==> src/rtl/frame_pkg.sv <==
// Shared types and constants for the frame unpacker: FSM encoding, payload
// limits, checksum width and status flag positions.
package frame_pkg;

   typedef enum logic [2:0] {
      S_IDLE,
      S_CMD,
      S_SEQ,
      S_D_LO,
      S_D_HI,
      S_CHK_LO,
      S_CHK_HI,
      S_SKIP
   } state_t;

   localparam int MAXLEN = 125;
   localparam int CSUM_W = 16;

   localparam int ERR_CHECKSUM = 0;
   localparam int ERR_OVERFLOW = 1;
   localparam int ERR_TIMEOUT  = 2;
   localparam int ERR_LENGTH   = 3;
   localparam int N_ERR        = 4;

endpackage

==> src/rtl/frame_unpacker_if.sv <==
// Byte-in / word-out / status bundle between the frame unpacker and its
// neighbours. slave is the unpacker side, master the producer/consumer side.
interface frame_unpacker_if;
   logic [7:0]  byte_in;
   logic        byte_valid;
   logic [15:0] word_out;
   logic        word_last;
   logic        word_valid;
   logic        word_ready;
   logic [7:0]  cmd;
   logic [7:0]  seq;
   logic        frame_done;
   logic        frame_ok;
   logic        err_checksum;
   logic        err_overflow;
   logic        err_timeout;
   logic        err_length;
   logic        busy;

   modport slave (
      input  byte_in, byte_valid, word_ready,
      output word_out, word_last, word_valid, cmd, seq, frame_done, frame_ok,
             err_checksum, err_overflow, err_timeout, err_length, busy
   );

   modport master (
      output byte_in, byte_valid, word_ready,
      input  word_out, word_last, word_valid, cmd, seq, frame_done, frame_ok,
             err_checksum, err_overflow, err_timeout, err_length, busy
   );
endinterface

==> src/rtl/word_fifo.sv <==
// Small synchronous FIFO for {last, word} entries. A push into a full FIFO is
// accepted only when a pop happens in the same cycle.
module word_fifo #(
   parameter int DEPTH = 8,
   parameter int W     = 17
) (
   input  logic         clk,
   input  logic         rst_n,
   input  logic         i_push,
   input  logic [W-1:0] i_data,
   input  logic         i_pop,
   output logic [W-1:0] o_data,
   output logic         o_full,
   output logic         o_empty
);
   localparam int AW = $clog2(DEPTH);
   localparam logic [AW-1:0] PTR_ONE  = AW'(1);
   localparam logic [AW:0]   CNT_ONE  = (AW+1)'(1);
   localparam logic [AW:0]   CNT_FULL = (AW+1)'(DEPTH);

   logic [W-1:0]  r_mem [DEPTH];
   logic [AW-1:0] r_wr;
   logic [AW-1:0] r_rd;
   logic [AW:0]   r_cnt;
   logic          w_do_push;
   logic          w_do_pop;

   assign o_full    = (r_cnt == CNT_FULL);
   assign o_empty   = (r_cnt == '0);
   assign w_do_pop  = i_pop && !o_empty;
   assign w_do_push = i_push && (!o_full || w_do_pop);
   // Stale storage is masked so the head reads zero whenever the FIFO is empty.
   assign o_data    = o_empty ? '0 : r_mem[r_rd];

   always_ff @(posedge clk) begin
      if (w_do_push) r_mem[r_wr] <= i_data;
   end

   always_ff @(posedge clk or negedge rst_n) begin
      if (!rst_n) begin
         r_wr  <= '0;
         r_rd  <= '0;
         r_cnt <= '0;
      end else begin
         if (w_do_push) r_wr <= r_wr + PTR_ONE;
         if (w_do_pop)  r_rd <= r_rd + PTR_ONE;
         case ({w_do_push, w_do_pop})
            2'b10:   r_cnt <= r_cnt + CNT_ONE;
            2'b01:   r_cnt <= r_cnt - CNT_ONE;
            default: r_cnt <= r_cnt;
         endcase
      end
   end
endmodule

==> src/rtl/frame_unpacker.sv <==
// Parses L/CMD/SEQ/data/checksum byte frames into 16-bit words (FIFO buffered)
// and reports per-frame status on a one-cycle frame_done pulse.
//
//   state    | meaning
//   S_IDLE   | waiting for length byte L
//   S_CMD    | expecting CMD byte
//   S_SEQ    | expecting SEQ byte
//   S_D_LO   | expecting low byte of a data word
//   S_D_HI   | expecting high byte; word pushed to FIFO
//   S_CHK_LO | expecting checksum low byte
//   S_CHK_HI | expecting checksum high byte; frame completes
//   S_SKIP   | bad length, discarding until idle timeout
module frame_unpacker
   import frame_pkg::*;
#(
   parameter int DEPTH   = 8,
   parameter int TIMEOUT = 4096
) (
   input  logic            clk,
   input  logic            rst_n,
   frame_unpacker_if.slave bus
);
   localparam int IW = $clog2(TIMEOUT + 1);
   localparam logic [IW-1:0] TMO_LAST = IW'(TIMEOUT - 1);
   localparam logic [IW-1:0] TMO_SAT  = IW'(TIMEOUT);
   localparam logic [IW-1:0] IDLE_ONE = IW'(1);

   state_t            r_state;
   state_t            w_state_nxt;
   logic [7:0]        r_rem;
   logic [7:0]        r_lo;
   logic [7:0]        r_chk_lo;
   logic [7:0]        r_cmd_cur;
   logic [7:0]        r_seq_cur;
   logic [7:0]        r_cmd;
   logic [7:0]        r_seq;
   logic [CSUM_W-1:0] r_sum;
   logic [IW-1:0]     r_idle;
   logic [N_ERR-1:0]  r_err_cur;
   logic [N_ERR-1:0]  r_err;
   logic [N_ERR-1:0]  w_err_fin;
   logic              r_done;
   logic              r_ok;
   logic              w_push;
   logic              w_pop;
   logic              w_full;
   logic              w_empty;
   logic              w_tmo;
   logic              w_fin;
   logic              w_sum_bad;
   logic [16:0]       w_fifo_out;

   assign w_sum_bad = ({bus.byte_in, r_chk_lo} != r_sum);
   assign w_pop     = !w_empty && bus.word_ready;

   always_comb begin
      w_state_nxt = r_state;
      w_push      = 1'b0;
      w_fin       = 1'b0;
      w_tmo       = 1'b0;
      if (r_state != S_IDLE && !bus.byte_valid && r_idle == TMO_LAST) begin
         w_tmo       = 1'b1;
         w_state_nxt = S_IDLE;
      end else if (bus.byte_valid) begin
         case (r_state)
            S_IDLE:   w_state_nxt = (bus.byte_in > 8'(MAXLEN)) ? S_SKIP : S_CMD;
            S_CMD:    w_state_nxt = S_SEQ;
            S_SEQ:    w_state_nxt = (r_rem != 8'd0) ? S_D_LO : S_CHK_LO;
            S_D_LO:   w_state_nxt = S_D_HI;
            S_D_HI: begin
               w_push      = 1'b1;
               w_state_nxt = (r_rem > 8'd1) ? S_D_LO : S_CHK_LO;
            end
            S_CHK_LO: w_state_nxt = S_CHK_HI;
            S_CHK_HI: begin
               w_fin       = 1'b1;
               w_state_nxt = S_IDLE;
            end
            default:  w_state_nxt = r_state;
         endcase
      end
   end

   // A timeout while skipping an over-length frame reports only the length error.
   always_comb begin
      w_err_fin = r_err_cur;
      if (w_fin && w_sum_bad)          w_err_fin[ERR_CHECKSUM] = 1'b1;
      if (w_tmo && r_state != S_SKIP)  w_err_fin[ERR_TIMEOUT]  = 1'b1;
   end

   always_ff @(posedge clk or negedge rst_n) begin
      if (!rst_n) begin
         r_state   <= S_IDLE;
         r_rem     <= '0;
         r_lo      <= '0;
         r_chk_lo  <= '0;
         r_cmd_cur <= '0;
         r_seq_cur <= '0;
         r_cmd     <= '0;
         r_seq     <= '0;
         r_sum     <= '0;
         r_idle    <= '0;
         r_err_cur <= '0;
         r_err     <= '0;
         r_done    <= 1'b0;
         r_ok      <= 1'b0;
      end else begin
         r_state <= w_state_nxt;
         r_done  <= w_tmo || w_fin;

         if (bus.byte_valid || r_state == S_IDLE) r_idle <= '0;
         else if (r_idle != TMO_SAT)              r_idle <= r_idle + IDLE_ONE;

         if (bus.byte_valid) begin
            case (r_state)
               S_IDLE: begin
                  r_rem     <= bus.byte_in;
                  r_sum     <= CSUM_W'(bus.byte_in);
                  r_err_cur <= '0;
                  if (bus.byte_in > 8'(MAXLEN)) r_err_cur[ERR_LENGTH] <= 1'b1;
               end
               S_CMD: begin
                  r_cmd_cur <= bus.byte_in;
                  r_sum     <= r_sum + CSUM_W'(bus.byte_in);
               end
               S_SEQ: begin
                  r_seq_cur <= bus.byte_in;
                  r_sum     <= r_sum + CSUM_W'(bus.byte_in);
               end
               S_D_LO: begin
                  r_lo  <= bus.byte_in;
                  r_sum <= r_sum + CSUM_W'(bus.byte_in);
               end
               S_D_HI: begin
                  r_rem <= r_rem - 8'd1;
                  r_sum <= r_sum + CSUM_W'(bus.byte_in);
               end
               S_CHK_LO: r_chk_lo <= bus.byte_in;
               default: ;
            endcase
         end

         if (w_push && w_full && !w_pop) r_err_cur[ERR_OVERFLOW] <= 1'b1;

         if (w_tmo || w_fin) begin
            r_err <= w_err_fin;
            r_ok  <= (w_err_fin == '0);
         end
         if (w_fin) begin
            r_cmd <= r_cmd_cur;
            r_seq <= r_seq_cur;
         end
      end
   end

   word_fifo #(.DEPTH(DEPTH), .W(17)) u_fifo (
      .clk     (clk),
      .rst_n   (rst_n),
      .i_push  (w_push),
      .i_data  ({(r_rem == 8'd1), bus.byte_in, r_lo}),
      .i_pop   (w_pop),
      .o_data  (w_fifo_out),
      .o_full  (w_full),
      .o_empty (w_empty)
   );

   assign bus.word_out     = w_fifo_out[15:0];
   assign bus.word_last    = w_fifo_out[16];
   assign bus.word_valid   = !w_empty;
   assign bus.cmd          = r_cmd;
   assign bus.seq          = r_seq;
   assign bus.frame_done   = r_done;
   assign bus.frame_ok     = r_ok;
   assign bus.err_checksum = r_err[ERR_CHECKSUM];
   assign bus.err_overflow = r_err[ERR_OVERFLOW];
   assign bus.err_timeout  = r_err[ERR_TIMEOUT];
   assign bus.err_length   = r_err[ERR_LENGTH];
   assign bus.busy         = (r_state != S_IDLE);
endmodule
==> src/flat_wrapper.sv <==
// flat-port wrapper written by rule: the top's interface ports become plain ports
module frame_unpacker_flat import frame_pkg::*;
#(
   parameter int DEPTH   = 8,
   parameter int TIMEOUT = 4096
)
  (clk, rst_n, bus_byte_in, bus_byte_valid, bus_word_ready, bus_word_out, bus_word_last, bus_word_valid, bus_cmd, bus_seq, bus_frame_done, bus_frame_ok, bus_err_checksum, bus_err_overflow, bus_err_timeout, bus_err_length, bus_busy);
  frame_unpacker_if bus_i ();
  input  logic clk;
  input  logic rst_n;
  input wire logic [$bits(bus_i.byte_in)-1:0] bus_byte_in;
  input wire logic [$bits(bus_i.byte_valid)-1:0] bus_byte_valid;
  input wire logic [$bits(bus_i.word_ready)-1:0] bus_word_ready;
  output wire logic [$bits(bus_i.word_out)-1:0] bus_word_out;
  output wire logic [$bits(bus_i.word_last)-1:0] bus_word_last;
  output wire logic [$bits(bus_i.word_valid)-1:0] bus_word_valid;
  output wire logic [$bits(bus_i.cmd)-1:0] bus_cmd;
  output wire logic [$bits(bus_i.seq)-1:0] bus_seq;
  output wire logic [$bits(bus_i.frame_done)-1:0] bus_frame_done;
  output wire logic [$bits(bus_i.frame_ok)-1:0] bus_frame_ok;
  output wire logic [$bits(bus_i.err_checksum)-1:0] bus_err_checksum;
  output wire logic [$bits(bus_i.err_overflow)-1:0] bus_err_overflow;
  output wire logic [$bits(bus_i.err_timeout)-1:0] bus_err_timeout;
  output wire logic [$bits(bus_i.err_length)-1:0] bus_err_length;
  output wire logic [$bits(bus_i.busy)-1:0] bus_busy;
  assign bus_i.byte_in = bus_byte_in;
  assign bus_i.byte_valid = bus_byte_valid;
  assign bus_i.word_ready = bus_word_ready;
  assign bus_word_out = bus_i.word_out;
  assign bus_word_last = bus_i.word_last;
  assign bus_word_valid = bus_i.word_valid;
  assign bus_cmd = bus_i.cmd;
  assign bus_seq = bus_i.seq;
  assign bus_frame_done = bus_i.frame_done;
  assign bus_frame_ok = bus_i.frame_ok;
  assign bus_err_checksum = bus_i.err_checksum;
  assign bus_err_overflow = bus_i.err_overflow;
  assign bus_err_timeout = bus_i.err_timeout;
  assign bus_err_length = bus_i.err_length;
  assign bus_busy = bus_i.busy;
  frame_unpacker #(.DEPTH(DEPTH), .TIMEOUT(TIMEOUT)) u_core (.clk(clk), .rst_n(rst_n), .bus(bus_i));
endmodule
==> config.mk <==
export PLATFORM = sky130hd
export DESIGN_NAME = frame_unpacker_flat
export DESIGN_NICKNAME = d
export VERILOG_FILES = /design/src/rtl/frame_pkg.sv /design/src/rtl/frame_unpacker_if.sv /design/src/rtl/word_fifo.sv /design/src/rtl/frame_unpacker.sv /design/src/flat_wrapper.sv
export SDC_FILE = /design/constraint.sdc
export NUM_CORES = 1
export LEC_CHECK = 0
export BUFFER_PORTS_ARGS = -buffer_cell sky130_fd_sc_hd__buf_2
export CAP_MARGIN = 20
export CORE_MARGIN = 5
export CORE_UTILIZATION = 43
export CTS_CLUSTER_DIAMETER = 30
export DETAILED_ROUTE_END_ITERATION = 12
export REMOVE_ABC_BUFFERS = 1
export SYNTH_ARGS = -nofsm -noshare
export SYNTH_HDL_FRONTEND = slang
export SYNTH_HIERARCHICAL = 1
export SYNTH_SLANG_ARGS = --single-unit
export TNS_END_PERCENT = 100
==> constraint.sdc <==
create_clock -name clk -period 3.5 [get_ports clk]
set_clock_uncertainty 0.2 [all_clocks]
set_input_delay 0.7 -clock clk [delete_from_list [all_inputs] [get_ports clk]]
set_output_delay 0.7 -clock clk [all_outputs]
set_load 0.01 [all_outputs]
# ---- Word-level counts from Yosys, hierarchy flattened
# Memory sizes are Yosys's and may differ from the RTL's.
# Cells that the tools add are included.
dict set report totals {
  register_bits 106
  ramBits 136
  in_bits 12
  wordCells 108
  mem_count 1
}
dict set report classes {
  n_addsub 7
  n_lt_le_gt_ge 2
  eq_ne 14
  mux 27
  n_reduce_logical 39
}
# memory words word_bits read_ports rd_ports_with_merged_regs wr line
set mem_list {}
lappend mem_list {u_core.u_fifo.r_mem 8 17 1 0 1 word_fifo.sv:21} ;# logic [W-1:0] r_mem [DEPTH];
# op n
set ops {}
lappend ops {{$pmux 16 s2} 1}
lappend ops {{$mux 13} 2}
lappend ops {{$pmux 3 s7} 1}
lappend ops {{$reduce_and 2->1} 9}
lappend ops {{$mux 17} 1}
lappend ops {{$add 16x8->16} 1}
lappend ops {{$ne 16x16->1} 1}
lappend ops {{$pmux 8 s2} 1}
lappend ops {{$reduce_bool 8->1} 2}
lappend ops {{$mux 3} 5}
lappend ops {{$reduce_bool 2->1} 7}
lappend ops {{$add 13x1->13 const B} 1}
lappend ops {{$eq 13x12->1 const B} 1}
lappend ops {{$mux 1} 13}
lappend ops {{$ne 13x13->1 const B} 1}
lappend ops {{$eq 3x3->1 const B} 3}
lappend ops {{$logic_and 1x1->1} 9}
lappend ops {{$eq 8x1->1 const B} 1}
lappend ops {{$gt 8x1->1 const B} 1}
lappend ops {{$gt 8x7->1 const B} 1}
lappend ops {{$logic_not 4->1} 2}
lappend ops {{$pmux 4 s2} 1}
lappend ops {{$sub 8x1->8 const B} 1}
lappend ops {{$add 3x1->3 const B} 2}
lappend ops {{other kinds (14)} 21}

# ---- Depth between registers and ports, before layout
# Gate-level depths: netlist of the first run.
dict set report logic_depth {
  word_depth 8
  ltp_mapped 13
  depth_no_buf 11
}

# ---- Cells and area by module
# Netlist of the first run, hierarchy kept.
# module n_inst cells_each area_each_um2 seq_area_each_um2
set modules_own_cells {}
lappend modules_own_cells {word_fifo 1 274 5771.8 4334.2}
lappend modules_own_cells {frame_unpacker 1 482 5023.6 2402.3}

# ---- Worst setup path before layout of the first run
# Ideal clock, no wire load.
dict set report synth_timing {
  path_type {input -> register}
  start {input bus_byte_valid}
  end {memory u_core.u_fifo.r_mem[0][0], enable pin}
  setup_ns 0.435
  arrival_ns 3.188
  required_time_ns 2.865
  path_slack_ns -0.323
  path_stages 5
  path_cell_list {or3b_2 > nor2_1 > o21a_4 > clkinv_4 > nor4_1}
}
dict set report synth_between {
  elab_chain_cells 7
  word_cells_on_any_way 8
  classes_between {mux: 4; reduce/logical: 4}
}
# item line
set synth_rtl {}
lappend synth_rtl {{start, declared} flat_wrapper.sv:12} ;# input wire logic [$bits(bus_i.byte_valid)-1:0] bus_byte_valid;
lappend synth_rtl {{$logic_not 1->1} frame_unpacker.sv:61} ;# if (r_state != S_IDLE && !bus.byte_valid && r_idle == TMO_LAST) begin
lappend synth_rtl {{$logic_and 1x1->1 (2 in series)} frame_unpacker.sv:61}
lappend synth_rtl {{$mux 1 (*)} frame_unpacker.sv:61}
lappend synth_rtl {{named net u_core.w_push} frame_unpacker.sv:44} ;# logic w_push;
lappend synth_rtl {{$logic_and 1x1->1 (*)} word_fifo.sv:31} ;# assign w_do_push = i_push && (!o_full || w_do_pop);
lappend synth_rtl {{$mux 1 (*)} word_fifo.sv:36} ;# if (w_do_push) r_mem[r_wr] <= i_data;
lappend synth_rtl {{$mux 1 (implied by the code) (*)} word_fifo.sv:36}
lappend synth_rtl {{end, declared} word_fifo.sv:21}
# Mark *: on every way through the listed nets, which the timed path passes. The rest lies on a longest branch.

# ---- Final worst setup path of the first run
dict set report layout_timing {
  start {register u_core.u_fifo.r_rd[0]}
  end {output bus_word_out[9]}
}
dict set report layout_between {
  elab_chain_cells 2
}
# item line
set layout_rtl {}
lappend layout_rtl {{start, declared} word_fifo.sv:23} ;# logic [AW-1:0] r_rd;
lappend layout_rtl {{start signal, assigned} word_fifo.sv:46} ;# if (w_do_pop) r_rd <= r_rd + PTR_ONE;
lappend layout_rtl {{$mem_v2 8x17} n/a}
lappend layout_rtl {{$mux 17} word_fifo.sv:33} ;# assign o_data = o_empty ? '0 : r_mem[r_rd];
lappend layout_rtl {{end, declared} flat_wrapper.sv:14} ;# output wire logic [$bits(bus_i.word_out)-1:0] bus_word_out;
# No other way between the ends.

==> metrics.csv, run 1 <==
metric;value;unit
clock_insertion_delay_worst_skew;530;ps
timing.max_cap.violations;0;
leakagePower;5.10;nW
antenna_left;0;
cts_buffers;48;
fin_setup_tns;0;ps
wl_per_cell;19.8;um
diodes;0;
setup.reg_to_reg.worst_slack;590;ps
cpMaxStageDelayCell;dfrtp_4;
route.vias.total;6696;
post_detailed_route_drc_marker_count;0;
wl;24.0;mm
clockBufferDepth;3;
design.core.area;25000;um2
die-area;28400;um2
dp.final_hpwl;15.2;mm
finalWorstSetupSlack;231;ps
met3WireLength;995;um
fin_worst_hold_slack;22.8;ps
critPathLaunchType;flop;
timing.fmax;306;MHz
count_of_pins_over_their_slew_limit;0;
total_power;12.1;mW
grt_antenna_before_repair;0;
fillers;2112;
groute.usage.overall;17.1;%
finalHoldViolations;0;
flow.area_growth_from_synthesis;21.9;%
post-route-min-period;3270;ps
fin_area;13200;um2
first_pass_grt_wire_length;38.6;mm
finish.net_count;875;
clock_sinks;242;
clock_tree_from_tritoncts;built;
avgSynthCellArea;14.3;um2
dpl_cell_area;11500;um2
ir_drop_worst_vdd;0.533;mV
setup_viol;0;
route.detailed.vias_per_inst;5.52;
setup_repair_after_global_routing_missed_its_margin;false;
hp-class;in -> async;
die_height;168;um
post_route_fraction_of_the_period_consumed_by_the_critical_path;93.4;%
rows;58;
setup_slack_placement;172;ps
grt_max_degree;52;
globalRouteOverflowTotal;0;
place_congestion;0.877;
worstRegToRegCells;11;
arrival_worst_endpoint;2370;ps
cellPowerDensity;918;nW/um2
drt-initial-drc-count;457;
number_of_synthesized_flops_with_an_enable_pin;136;
timing.critical_path.required;2600;ps
synth_ff_type;edfxtp_1;
post_cts_resize_count;0;
root_buffer;clkbuf_16;
crit_type;reg -> out;
clk_transition_reported_paths;40;ps
critical_path.cell_chain;buf_4 > mux4_2 > mux2i_1 > nor2_1 > buf_2;
top_layer;met4;
yosys_warnings;6;
syn_area;10800;um2
post_route_cells_drive_above_1_share;29.7;%
cts_max_level;2;
dieWidth;168;um
worst_r2r_dst;u_core/u_fifo/r_cnt[2];
worst_path_largest_cell_delay;590;ps
routed-wl-met2;11.9;mm
relative_max_transition_margin;49.2;%
regToRegStartpoint;u_core/r_state[1];
dr.pass1.iters;5;
instance_count_of_the_mapped_netlist;756;
sequential_cell_area_fraction_in_the_yosys_report;62.4;%
ffs_latches_synth;242;
yosys.cell_types.count;70;
floorplan.initialDensity;43.2;%
grt_pass1_vias;6993;
ys_async_sr_fraction;43.8;%
crit_end_element;output port;
run_status;completed;
place.port_buffers;52;
cts_hold_repair_buffers;0;
critical_path.max_fanout;13;
design.portCount;53;
post_cts_buffers;0;
tightest_slew;759;ps
detail_route.wirelength.met1;10.6;mm
==> power breakdown <==
| part | total, mW | switching (mW) | internal (mW) |
|---|---|---|---|
| combinational | 3.39 | 1.75 | 1.64 |
| clock | 4.42 | 1.44 | 2.98 |
| sequential | 4.27 | 0.582 | 3.68 |
==> worst max path at each step <==
stage / from / endpoint / slack (ps)
after CTS: u_core/u_fifo/r_rd[0] / bus_word_out[15] / 90
after global placement: bus_byte_valid / u_core/u_fifo/r_cnt[2] / 280
after global routing: u_core/u_fifo/r_rd[0] / bus_word_out[9] / 40
after floorplan: bus_byte_valid / u_core/u_fifo/r_mem[0][0] / -320
after detailed placement: bus_byte_valid / u_core/u_fifo/r_cnt[2] / 170
final: u_core/u_fifo/r_rd[0] / bus_word_out[9] / 230
==> through the flow <==
stage / std cells / util (%)
after floorplan: 713 / -
after global placement: 1124 / 46.2
after detailed placement: 1124 / 46.2
after CTS: 1213 / 52.7
after global routing: 1213 / 52.7
final: 1213 / 52.7
==> routing by layer <==
metal  global-route usage [%]  vias to the layer above
met5                        0                        -
met4                     4.90                        0
met3                     3.03                       38
met2                     28.3                      158
met1                     23.4                     3439
li1                         -                     3061
==> cells in the final DEF, fill, tap and decap left out, types with 27 or more instances in the layout <==
cell type / count
edfxtp_1: 136
dfrtp_1: 105
buf_2: 51
mux2_2: 51
clkbuf_16: 49
nor2_1: 49
nand2_1: 39
mux4_2: 34
buf_4: 29
o21ai_0: 27
==> kinds of logic after synthesis <==
logic type      after synthesis  synth area share, %
mux                         110                 14.7
simple gates                198                 9.85
fa+ha+maj                    19                 2.27
compound gates               93                 5.59
flops                       242                 62.4
xor+xnor                     35                 2.84
buf+inv                      59                 2.31
==> state kept, by name, summed over array words and instances, names as in the netlist, 8 cells and up <==
name	cells
u_core/u_fifo/r_mem	136
u_core/r_sum	16
u_core/r_idle	13
u_core/bus.cmd	8
u_core/bus.seq	8
u_core/r_chk_lo	8
u_core/r_cmd_cur	8
u_core/r_lo	8
u_core/r_rem	8
u_core/r_seq_cur	8
==> cells in the mapped netlist (3+ instances only) <==
cell type / number / area (um2)
o21ai_0: 27 / 135
or4_1: 3 / 22.5
nand2_1: 39 / 146
nand4_1: 9 / 56.3
o22ai_1: 5 / 31.3
nand3_1: 19 / 95.1
xor2_1: 11 / 96.3
nor4_1: 11 / 68.8
mux4_2: 34 / 766
edfxtp_1: 136 / 4080
buf_4: 3 / 22.5
nand2b_1: 5 / 31.3
o211ai_1: 4 / 30.0
and3_1: 3 / 18.8
or3_1: 9 / 56.3
nand3b_1: 4 / 30.0
mux2_2: 51 / 574
mux2i_1: 24 / 240
nor2b_1: 5 / 31.3
and2_1: 5 / 31.3
dfrtp_1: 106 / 2650
ha_1: 18 / 225
and4_1: 3 / 26.3
a311oi_1: 4 / 35.0
buf_1: 5 / 18.8
a31oi_1: 6 / 37.5
inv_1: 15 / 56.3
a21oi_1: 19 / 95.1
a21o_1: 3 / 22.5
xnor2_1: 24 / 210
nor2_1: 49 / 184
clkbuf_1: 31 / 116
nor4b_1: 5 / 43.8
nor3_1: 13 / 65.1
==> critical path, delay by kind of cell (launching register included) <==
| kind | cells | cell delay, ps |
|---|---|---|
| flip-flops | 1 | 590 |
| multiplexers | 2 | 780 |
| buffers and inverters | 2 | 400 |
| AND/OR/NAND/NOR | 1 | 70 |
==> area by class of cell <==
| type | instances | area [um2] | share of cell area, % |
|---|---|---|---|
| inverter | 16 | 65.1 | 0.494 |
| clock inverter | 23 | 270 | 2.05 |
| timing repair buffer | 81 | 493 | 3.75 |
| clock buffer | 66 | 1340 | 10.2 |
| multi-input combinational | 455 | 3840 | 29.2 |
| sequential | 242 | 6740 | 51.2 |
| tap | 330 | 413 | 3.14 |
Note: power is estimated with default switching activity, not from simulation.
==> run 2, diff against run 1 <==
- BUFFER_PORTS_ARGS: -buffer_cell sky130_fd_sc_hd__buf_2 -> not set
- CAP_MARGIN: 20 -> 5
- DONT_BUFFER_PORTS: not set -> 1
==> run 2 against run 1 <==
  * Critical path depth down 1
  * Count of clock-buffer cells in the layout unchanged
  * Largest cell class unchanged
  * Critical path type unchanged
  * Highest routed layer unchanged
  * Largest power group unchanged
  * Cell area down 1.4%
==> metrics.csv, run 2 (synthesis gave the netlist of run 1 again) <==
metric;value;unit
run_status;completed;
drt-initial-drc-count;402;
layout_commonest_cell;edfxtp_1;
relative_max_transition_margin;41.8;%
setup.reg_to_reg.worst_slack;610;ps
hp-class;in -> reg;
clock_sinks;242;
tightest_slew;861;ps
diodes;0;
route.vias.total;6446;
setup_slack_placement;307;ps
total_power;12.0;mW
design.core.area;25000;um2
largest-register;u_core/u_fifo/r_mem;
cts_buffers;48;
first_pass_grt_wire_length;38.4;mm
post-route-min-period;3160;ps
timing.fmax;316;MHz
post_detailed_route_drc_marker_count;0;
arrival_worst_endpoint;2260;ps
post_cts_resize_count;0;
fin_area;13000;um2
dp.final_hpwl;14.9;mm
rows;58;
finalWorstSetupSlack;335;ps
floorplan.initialDensity;43.2;%
finish.net_count;821;
largest_reg_flops;136;
grt_antenna_before_repair;0;
post_route_cells_drive_above_1_share;25.7;%
root_buffer;clkbuf_16;
place_congestion;0.822;
place.port_buffers;0;
timing.max_cap.violations;0;
dpl_cell_area;11300;um2
critical_path.cell_chain;buf_12 > mux4_2 > mux2i_1 > nor2_1;
clockBufferDepth;3;
wl;23.9;mm
fin_setup_tns;0;ps
worstHoldEndpoint;u_core/u_fifo/r_mem[7][12];
wl_per_cell;20.6;um
worstRegToRegCells;11;
worst_path_largest_cell_delay;770;ps
clock_insertion_delay_worst_skew;510;ps
grt_max_degree;107;
fillers;2073;
die_height;168;um
regToRegStartpoint;u_core/r_state[1];
setup_viol;0;
count_of_pins_over_their_slew_limit;0;
crit_type;reg -> out;
groute.usage.overall;17.1;%
ir_drop_worst_vdd;0.465;mV
grt_pass1_vias;6756;
globalRouteOverflowTotal;0;
setup_repair_after_global_routing_missed_its_margin;false;
design.portCount;53;
fin_worst_hold_slack;78.9;ps
clock_tree_from_tritoncts;built;
leakagePower;4.91;nW
antenna_left;0;
holdPathStages;0;
critical_path.max_fanout;26;
finalHoldViolations;0;
worst_r2r_dst;u_core/u_fifo/r_cnt[2];
mostFrequentLayoutCells;edfxtp_1, dfrtp_1, mux2_2;
timing.critical_path.required;2600;ps
dieWidth;168;um
cts_max_level;2;
cellPowerDensity;923;nW/um2
critPathLaunchType;flop;
hold_path_startpoint;bus_byte_in[4];
post_layout_nonfiller_instances;1158;
flow.area_growth_from_synthesis;20.1;%
clk_transition_reported_paths;50;ps
finish.utilization;51.9;%
post_route_fraction_of_the_period_consumed_by_the_critical_path;90.4;%
die-area;28400;um2
crit_end_element;output port;
dr.pass1.iters;6;
cpMaxStageDelayCell;dfrtp_1;
dpl.cell_count;1068;
reg.largest.list;u_core/u_fifo/r_mem x136, u_core/r_sum x16, u_core/r_idle x13;
route.detailed.vias_per_inst;5.57;
==> run 2: changes by cell type in the layout (fill, tap and decap cells not counted), sizes merged <==
cell         delta
buf            -55
clkinv          -3
clkinvlp        +3
inv             -2
bufinv          +1
dlygate4sd3     +1
==> run 2: worst max path at each step <==
stage	startpoint	end	slack, ps	cells past startpoint
2_1_floorplan	bus_byte_valid	u_core/u_fifo/r_mem[0][0]	-320	5
3_3_place_gp	bus_byte_valid	u_core/u_fifo/r_cnt[2]	400	11
3_5_place_dp	bus_byte_valid	u_core/u_fifo/r_cnt[2]	310	11
4_1_cts	u_core/u_fifo/r_rd[1]	bus_word_out[11]	260	4
5_1_grt	u_core/u_fifo/r_rd[0]	bus_word_out[12]	200	4
6_report	u_core/u_fifo/r_rd[1]	bus_word_out[12]	340	4
==> run 2: cell type report <==
type / count / area, um2 / share of cell area [%]
Multi-Input combinational cell: 455 / 3840 / 29.6
Clock buffer: 66 / 1400 / 10.8
Sequential cell: 242 / 6740 / 52.0
Timing Repair Buffer: 27 / 250 / 1.93
Tap cell: 330 / 413 / 3.18
Inverter: 16 / 65.1 / 0.502
Clock inverter: 22 / 265 / 2.05
==> run 2: power by group <==
group / internal (mW) / switching (mW)
Clock: 3.15 / 1.41
Sequential: 3.68 / 0.666
Combinational: 1.46 / 1.61
Total: 8.28 / 3.69
==> run 2: worst max-delay path, delay by kind of cell (launching register included) <==
family	cells	cell delay (ps)
simple gates	1	120
flops	1	770
buf+inv	1	290
mux	2	570
==> run 2: per-layer routing <==
layer | share of wire [%] | routed length, um | global-route usage, % | vias to the layer above
li1 | - | - | - | 2949
met1 | 43 | 10400 | 22.9 | 3278
met2 | 50 | 11800 | 28.6 | 181
met3 | 5.4 | 1290 | 3.64 | 38
met4 | 1.7 | 395 | 4.59 | 0
met5 | 0 | 0 | 0 | -
==> run 2: what timing repair did <==
item,CTS,global route
hold buffers,2,0
setup buffers,0,0
endpoints found under the hold margin,106,0
